### config.mk
export PLATFORM = sky130hd
export DESIGN_NAME = alu_result_stage
export DESIGN_NICKNAME = d
export VERILOG_FILES = /design/src/rtl/alu_result_stage.sv
export SDC_FILE = /design/constraint.sdc
export NUM_CORES = 1
export LEC_CHECK = 0
export ABC_CLOCK_PERIOD_IN_PS = 4500
export CORE_ASPECT_RATIO = 1.25
export CORE_MARGIN = 2
export CORE_UTILIZATION = 52
export DETAILED_ROUTE_END_ITERATION = 8
export PLACE_DENSITY = 0.93
export SYNTH_ARGS = -nofsm -noshare
export SYNTH_HDL_FRONTEND = slang
export SYNTH_SLANG_ARGS = --single-unit
export TNS_END_PERCENT = 1
### constraint.sdc
create_clock -name clk -period 4.5 [get_ports clk]
set_clock_uncertainty 0.2 [all_clocks]
set_input_delay 0.45 -clock clk [delete_from_list [all_inputs] [get_ports clk]]
set_output_delay 0.45 -clock clk [all_outputs]
set_load 0.05 [all_outputs]
### src/rtl/alu_result_stage.sv
// Purpose : captures ALU results with operands/select, derives Z/N/C/V/err, buffers them in a 2-entry FIFO.
// Latency : an entry pushed into an empty stage is visible at the outputs right after the push edge (1 cycle).
// Backpr. : in_ready drops when both entries are occupied; a pop frees a slot for the following cycle only.
//
// Ports:
//   clk, rst_n                      clock (rising edge), synchronous active-low reset
//   in_valid/in_ready               producer handshake; in_sel/in_a/in_b/in_res are the ALU-side fields
//   out_valid/out_ready             consumer handshake; out_res/out_sel/out_z/n/c/v/err describe the head entry
//   op_count                        saturating count of accepted pushes
module alu_result_stage #(
  parameter int WIDTH = 8,
  parameter int DEPTH = 2
) (
  input  logic             clk,
  input  logic             rst_n,
  input  logic             in_valid,
  output logic             in_ready,
  input  logic [2:0]       in_sel,
  input  logic [WIDTH-1:0] in_a,
  input  logic [WIDTH-1:0] in_b,
  input  logic [WIDTH-1:0] in_res,
  output logic             out_valid,
  input  logic             out_ready,
  output logic [WIDTH-1:0] out_res,
  output logic [2:0]       out_sel,
  output logic             out_z,
  output logic             out_n,
  output logic             out_c,
  output logic             out_v,
  output logic             out_err,
  output logic [7:0]       op_count
);

  localparam logic [2:0] SEL_ADD = 3'b000;
  localparam logic [2:0] SEL_SUB = 3'b001;
  localparam logic [2:0] SEL_AND = 3'b010;
  localparam logic [2:0] SEL_OR  = 3'b011;
  localparam logic [2:0] SEL_XOR = 3'b100;
  localparam logic [2:0] SEL_NOT = 3'b101;

  localparam int MSB = WIDTH - 1;

  typedef struct packed {
    logic [WIDTH-1:0] res;
    logic [2:0]       sel;
    logic             z;
    logic             n;
    logic             c;
    logic             v;
    logic             err;
  } entry_t;

  // Storage is never reset: its contents are only observable through out_valid.
  entry_t     mem_q [DEPTH];
  logic [1:0] count_q, count_d;
  logic       wr_ptr_q, wr_ptr_d;
  logic       rd_ptr_q, rd_ptr_d;
  logic [7:0] op_count_q, op_count_d;

  logic   push;
  logic   pop;
  logic   add_carry;
  logic   sub_borrow;
  entry_t new_entry;
  entry_t head;

  // ---------------------------------------------------------------------------
  // Handshakes
  // ---------------------------------------------------------------------------
  assign in_ready  = (count_q < 2'd2);
  assign out_valid = (count_q != 2'd0);
  assign push      = in_valid && in_ready;
  assign pop       = out_valid && out_ready;

  // ---------------------------------------------------------------------------
  // Flag derivation at push time
  // ---------------------------------------------------------------------------
  // a + b overflows WIDTH bits exactly when a > (2^WIDTH - 1 - b), i.e. a > ~b.
  assign add_carry  = (in_a > ~in_b);
  assign sub_borrow = (in_a < in_b);

  always_comb begin
    new_entry     = '0;
    new_entry.res = in_res;
    new_entry.sel = in_sel;
    new_entry.z   = (in_res == '0);
    new_entry.n   = in_res[MSB];
    unique case (in_sel)
      SEL_ADD: begin
        new_entry.c = add_carry;
        new_entry.v = (in_a[MSB] == in_b[MSB]) && (in_res[MSB] != in_a[MSB]);
      end
      SEL_SUB: begin
        new_entry.c = sub_borrow;
        new_entry.v = (in_a[MSB] != in_b[MSB]) && (in_res[MSB] != in_a[MSB]);
      end
      SEL_AND, SEL_OR, SEL_XOR, SEL_NOT: begin
        new_entry.c = 1'b0;
        new_entry.v = 1'b0;
      end
      default: begin
        // Reserved selects: result is passed through but tagged as an error.
        new_entry.err = 1'b1;
      end
    endcase
  end

  // ---------------------------------------------------------------------------
  // Next-state logic
  // ---------------------------------------------------------------------------
  always_comb begin
    count_d    = count_q;
    wr_ptr_d   = wr_ptr_q;
    rd_ptr_d   = rd_ptr_q;
    op_count_d = op_count_q;

    if (push) begin
      wr_ptr_d = ~wr_ptr_q;  // 1-bit pointer wraps 1 -> 0 naturally
      if (op_count_q != 8'hFF) begin
        op_count_d = op_count_q + 8'd1;
      end
    end
    if (pop) begin
      rd_ptr_d = ~rd_ptr_q;
    end

    // Push and pop together leave the occupancy unchanged.
    unique case ({push, pop})
      2'b10:   count_d = count_q + 2'd1;
      2'b01:   count_d = count_q - 2'd1;
      default: count_d = count_q;
    endcase
  end

  // ---------------------------------------------------------------------------
  // State
  // ---------------------------------------------------------------------------
  always_ff @(posedge clk) begin
    if (!rst_n) begin
      count_q    <= 2'd0;
      wr_ptr_q   <= 1'b0;
      rd_ptr_q   <= 1'b0;
      op_count_q <= 8'd0;
    end else begin
      count_q    <= count_d;
      wr_ptr_q   <= wr_ptr_d;
      rd_ptr_q   <= rd_ptr_d;
      op_count_q <= op_count_d;
    end
  end

  always_ff @(posedge clk) begin
    if (push) begin
      mem_q[wr_ptr_q] <= new_entry;
    end
  end

  // ---------------------------------------------------------------------------
  // Outputs: head fields forced to zero while empty so stale storage never leaks.
  // ---------------------------------------------------------------------------
  assign head = out_valid ? mem_q[rd_ptr_q] : '0;

  assign out_res  = head.res;
  assign out_sel  = head.sel;
  assign out_z    = head.z;
  assign out_n    = head.n;
  assign out_c    = head.c;
  assign out_v    = head.v;
  assign out_err  = head.err;
  assign op_count = op_count_q;

endmodule

==> reports/results.ini, run 1 <==
[drt]
via_count = 1561
vias_per_cell = 5.12
wl_per_cell_um = 13.3
dr.first_iter.drc_count = 50
postRouteAntennaNets = 0
wl_um = 4050
drc = 0
drt-pass1-iter-count = 4

[worst_hold_path]
hold_path.class = flip-flop to flip-flop
min_from = op_count[5]$_SDFFE_PN0P_
hold_end = op_count[5]$_SDFFE_PN0P_
min_path_cells = 2

[place]
place_congestion = 0.790
post-place-cells = 297
postPlaceCellArea_um2 = 2810
dp_hpwl_um = 3090
io_buffers = 56

[logic_synthesis]
async_flop_share_pct = 0
yosys_warnings = 0
yosysTopAreaCell = edfxtp_1
synth_flop_cell = edfxtp_1
yosysUniqueCellTypes = 39
syn_nets = 238
synth.cell_area_um2 = 2200
yosys-top-cells-area = edfxtp_1 41%, dfxtp_1 12%, ha_1 10%, mux2i_1 7.3%, nor2_1 3.6%
ys_ff_latch = 43
yosysTopAreaCellShare_pct = 41.0
ys_seq_area_share_pct = 52.8
postSynthCellCount = 189
synth_edf_count = 30
avgSynthCellArea_um2 = 11.6

[setup_path]
critPathMaxFanout = 17
worstSetupPathType = flip-flop to output pin
cp-end-kind = output pin
r2r_cells = 5
rr_endpoint = count_q[1]$_SDFFE_PN0P_
critPathLaunchType = flip-flop
critPathArrivalTime_ps = 2370
r2r_slack_ps = 1940
required_ps = 3850
r2r_start = count_q[1]$_SDFFE_PN0P_

[status]
status = complete, no violations

[sta]
fmax_mhz = 331
post-route-min-period_ps = 3020
rsz0062_at_grt = false
period_share_pct = 67.2
slew-limit-headroom_pct = 30.3
setup_tns_ps = 0
worst_pin_slew_ps = 1040
setup_violations = 0
slew_viol_final = 0
hold_violations = 0

[clock_network]
clockBufferDepth = 2
htree_levels = 2
insertion_delay_ps = 290
cts-buffers-inserted = 5
path_clk_slew_ps = 80
ctsHoldBuffers = 0
postCtsSetupBuffers = 0
cts_tree = done
cts.repair.resized = 0
clock_sinks = 43
clock_tree.root_cell = clkbuf_8

[pwr]
p_leak_nw = 1.09
power.density_nw_per_um2 = 546
peakVddDrop_mv = 0.212

[layout]
stdcell_area_um2 = 2940
stdcell_count = 305
n_antenna_cell = 0
final_nets = 297
utilization_pct = 72.4
drive_gt1_share_pct = 4.82
syn_to_final_growth_pct = 34.0

[global_routing]
grt_overflow = 0
antenna_found_initial = 0
grt_pass1_wl_um = 6720
grt_max_degree = 18
grt_pass1_vias = 1524
grt_use_total_pct = 17.8

[die]
ios = 57
die_y_um = 76.7
die_w_um = 62.1
initial_utilization_pct = 54.0
die_area_um2 = 4760
rows = 26
core_um2 = 4070

[run]
cap_violations = 0

final cells by class:
type,count,area [um^2]
inverters,17,63.8
repair buffers,57,568
fillers,289,1120
well taps,56,70.1
clock inverters,2,60.1
clock buffers,6,72.6
multi-input cells,124,948
flip-flops and latches,43,1160
cell usage in the layout (no fill, tap or decap), types with 2 or more instances in the layout:
master / instances
o21a_1: 3
ha_1: 18
bufinv_16: 2
a21boi_0: 3
edfxtp_1: 30
nor2_1: 21
nor2b_1: 4
or4_1: 3
a21oi_1: 4
and2_1: 9
nand4_1: 3
or3_1: 3
inv_1: 16
nand2_1: 4
clkdlybuf4s50_1: 56
clkbuf_8: 5
nor4_1: 2
o21ai_0: 5
o211ai_1: 2
mux2i_1: 16
xnor2_1: 7
dfxtp_1: 13
nand3_1: 2
worst max-delay path: stages (launching register included):
cell and delay, ps:
dfxtp_1 370, nor2_1 810, nor2_1 150, clkdlybuf4s50_1 750
through the flow:
step                      setup slack (ps)  power (mW)  hold slack [ps]
after floorplan                       2170        1.05              324
after global placement                1790        1.26              277
after detailed placement              1750        1.28              299
after CTS                             1420        1.62              309
after global routing                  1240        1.68              340
final                                 1480        1.61              302
worst max path at each step:
stage / cells past startpoint / from / end / slack, ps
finish: 3 / count_q[1]$_SDFFE_PN0P_ / out_c / 1480
CTS: 3 / count_q[1]$_SDFFE_PN0P_ / out_c / 1420
detailed placement: 3 / count_q[1]$_SDFFE_PN0P_ / out_c / 1750
global placement: 3 / count_q[1]$_SDFFE_PN0P_ / out_c / 1790
floorplan: 4 / flip-flop / out_res[7] / 2170
global route: 3 / count_q[1]$_SDFFE_PN0P_ / out_n / 1240
cell families after synthesis:
kind of cell	count (synthesis)	synth area share, %
AOI/OAI and AO/OA	26	8.60
xor gates and xnor gates	8	3.19
adders and majority gates	18	10.3
buffers and inverters	22	3.99
DFF	43	52.8
muxes	16	7.29
and+or+nand+nor	56	13.8
synthesized netlist by cell type (2+ instances only):
cell type	number
o21a_1	3
a21oi_1	4
o211ai_1	2
mux2i_1	16
dfxtp_1	13
and2_1	9
clkbuf_1	3
inv_1	16
edfxtp_1	30
nor4_1	2
ha_1	18
nor2_1	21
nand2_1	4
a21boi_0	3
nand4_1	3
or4_1	3
nor2b_1	4
o21ai_0	5
or3_1	3
xnor2_1	7
nand3_1	2
power by group:
part	internal [mW]	total, mW	switching (mW)
sequential	0.494	0.551	0.0566
combinational	0.262	0.713	0.451
clock	0.222	0.344	0.122
per-layer routing:
metal	GRT usage [%]	vias up	share of wire, %
li1	-	788	-
met5	0	-	0
met4	7.33	0	2.1
met3	3.96	8	4.1
met1	19.6	723	41
met2	32.9	42	52
sequential cells by signal, summed over array words and instances (netlist names), named ones only:
| register | cells |
|---|---|
| op_count | 8 |
| rd_ptr_q | 1 |
| wr_ptr_q | 1 |
| count_q | 2 |
| mem_q | 30 |
Note: power is estimated with default switching activity, not from simulation.
==> run 2, diff against run 1 <==
--- a/config.mk
+++ b/config.mk
@@ -5,12 +5,12 @@
 export SDC_FILE = /design/constraint.sdc
 export NUM_CORES = 1
 export LEC_CHECK = 0
-export ABC_CLOCK_PERIOD_IN_PS = 4500
+export ABC_CLOCK_PERIOD_IN_PS = 2450
 export CORE_ASPECT_RATIO = 1.25
 export CORE_MARGIN = 2
-export CORE_UTILIZATION = 52
+export CORE_UTILIZATION = 44
 export DETAILED_ROUTE_END_ITERATION = 8
-export PLACE_DENSITY = 0.93
+export PLACE_DENSITY = 0.85
 export SYNTH_ARGS = -nofsm -noshare
 export SYNTH_HDL_FRONTEND = slang
 export SYNTH_SLANG_ARGS = --single-unit
==> constraint.sdc (replaced) <==
create_clock -name clk -period 2.45 [get_ports clk]
set_clock_uncertainty 0.2 [all_clocks]
set_input_delay 0.245 -clock clk [delete_from_list [all_inputs] [get_ports clk]]
set_output_delay 0.245 -clock clk [all_outputs]
set_load 0.05 [all_outputs]
==> run 2 against run 1 <==
Routed wire length decreased by 1.3%. First-iteration DRC count rose by 32%. Cell count grew 2.3%. Design area is 0.38% lower. Setup slack worse by 1100 ps. Sequential cell count is the same. Largest power group unchanged.
==> reports/results.ini, run 2 (synthesis gave the netlist of run 1 again) <==
[die]
rows = 28
initial_utilization_pct = 46.1
core_um2 = 4760
die_w_um = 67.2
ios = 57
die_area_um2 = 5580
die_y_um = 83.0

[clock_network]
ctsHoldBuffers = 0
insertion_delay_ps = 290
clock_tree.root_cell = clkbuf_8
cts-buffers-inserted = 5
clockBufferDepth = 2
clock_sinks = 43
cts.repair.resized = 0
path_clk_slew_ps = 80
cts_tree = done
postCtsSetupBuffers = 0
htree_levels = 2

[layout]
layout.cells.most_common_list = 39 x clkdlybuf4s50_1, 30 x edfxtp_1, 21 x nor2_1, 21 x buf_4, 18 x ha_1
syn_to_final_growth_pct = 33.5
mostFrequentLayoutCell = clkdlybuf4s50_1
final_nets = 300
drive_gt1_share_pct = 13.1
top_register = mem_q
n_antenna_cell = 0
largest_register_ff_count = 30

[setup_path]
r2r_start = count_q[1]$_SDFFE_PN0P_
worst-path-buf-inv = 1
worstSetupPathType = flip-flop to output pin
r2r_cells = 5
r2r_slack_ps = 610
cp-end-kind = output pin
critPathArrivalTime_ps = 1590
max_stage_delay_ps = 850
crit_cells = 1
slowest_stage = clkdlybuf4s50_1
required_ps = 2010
critPathMaxFanout = 7
crit_chain = clkdlybuf4s50_1
critPathLaunchType = flip-flop
rr_endpoint = count_q[1]$_SDFFE_PN0P_
critPathTopFamily = buffers and inverters

[pwr]
power.density_nw_per_um2 = 1000
peakVddDrop_mv = 0.430
power_mw = 2.94
p_leak_nw = 1.14

[global_routing]
grt_overflow = 0
grt_max_degree = 17
grt_use_total_pct = 15.4
grt_pass1_wl_um = 6610
grt_pass1_vias = 1556
antenna_found_initial = 0

[drt]
wl_per_cell_um = 12.8
drc = 0
vias_per_cell = 5.12
dr.first_iter.drc_count = 66
via_count = 1596
drt-pass1-iter-count = 4
wl_um = 4000
postRouteAntennaNets = 0

[sta]
slew-limit-headroom_pct = 65.8
fmax_mhz = 491
hold_violations = 0
setup_tns_ps = 0
worst_pin_slew_ps = 511
slew_viol_final = 0
post-route-min-period_ps = 2040
setup_violations = 0
rsz0062_at_grt = false
period_share_pct = 83.1

[place]
dp_hpwl_um = 3070
io_buffers = 56
place_congestion = 0.770

[worst_hold_path]
min_from = op_count[5]$_SDFFE_PN0P_
hold_path.class = flip-flop to flip-flop
hold_end = op_count[5]$_SDFFE_PN0P_
min_path_cells = 2

[status]
status = complete, no violations

[run]
cap_violations = 0

[run 2: worst max-delay path by stage]
stage                        startpoint                     to  slack [ps]
4_1_cts        op_count[6]$_SDFFE_PN0P_            op_count[6]         400
2_1_floorplan                 flip-flop             out_res[7]         320
6_report       op_count[2]$_SDFFE_PN0P_            op_count[2]         410
3_5_place_dp                    in_b[3]  mem_q[1][2]$_DFFE_PP_         300
3_3_place_gp                    in_b[3]  mem_q[0][2]$_DFFE_PP_         340
5_1_grt        op_count[0]$_SDFFE_PN0P_            op_count[0]         360
[run 2: cell type report]
type                    count  area, um^2
fillers                   418        1830
repair buffers             60         548
inverters                  17        63.8
clock buffers               5        68.8
flip-flops and latches     43        1160
clock inverters             3        67.6
multi-input cells         124         948
well taps                  60        75.1
[run 2: routing by layer]
metal / GRT usage, % / share of wire (%) / vias to the layer above
met4: 6.12 / 1.8 / 0
met5: 0 / 0 / -
met2: 29.6 / 56 / 39
met1: 15.6 / 37 / 755
li1: - / - / 796
met3: 2.57 / 4.8 / 6
[run 2: power by group]
group	total, mW	switching (mW)	internal (mW)
Combinational	1.33	0.874	0.457
Clock	0.640	0.233	0.406
Sequential	0.965	0.0583	0.907
[run 2: through the flow]
step | instance area, um^2 | cells | setup WS [ps] | utilization, % | hold WS [ps]
2_1_floorplan | 2200 | 189 | 320 | - | 144
3_3_place_gp | 2800 | 304 | 338 | 58.7 | 275
3_5_place_dp | 2800 | 304 | 301 | 58.7 | 297
4_1_cts | 2930 | 312 | 398 | 61.6 | 311
5_1_grt | 2930 | 312 | 362 | 61.6 | 319
6_report | 2930 | 312 | 413 | 61.6 | 310
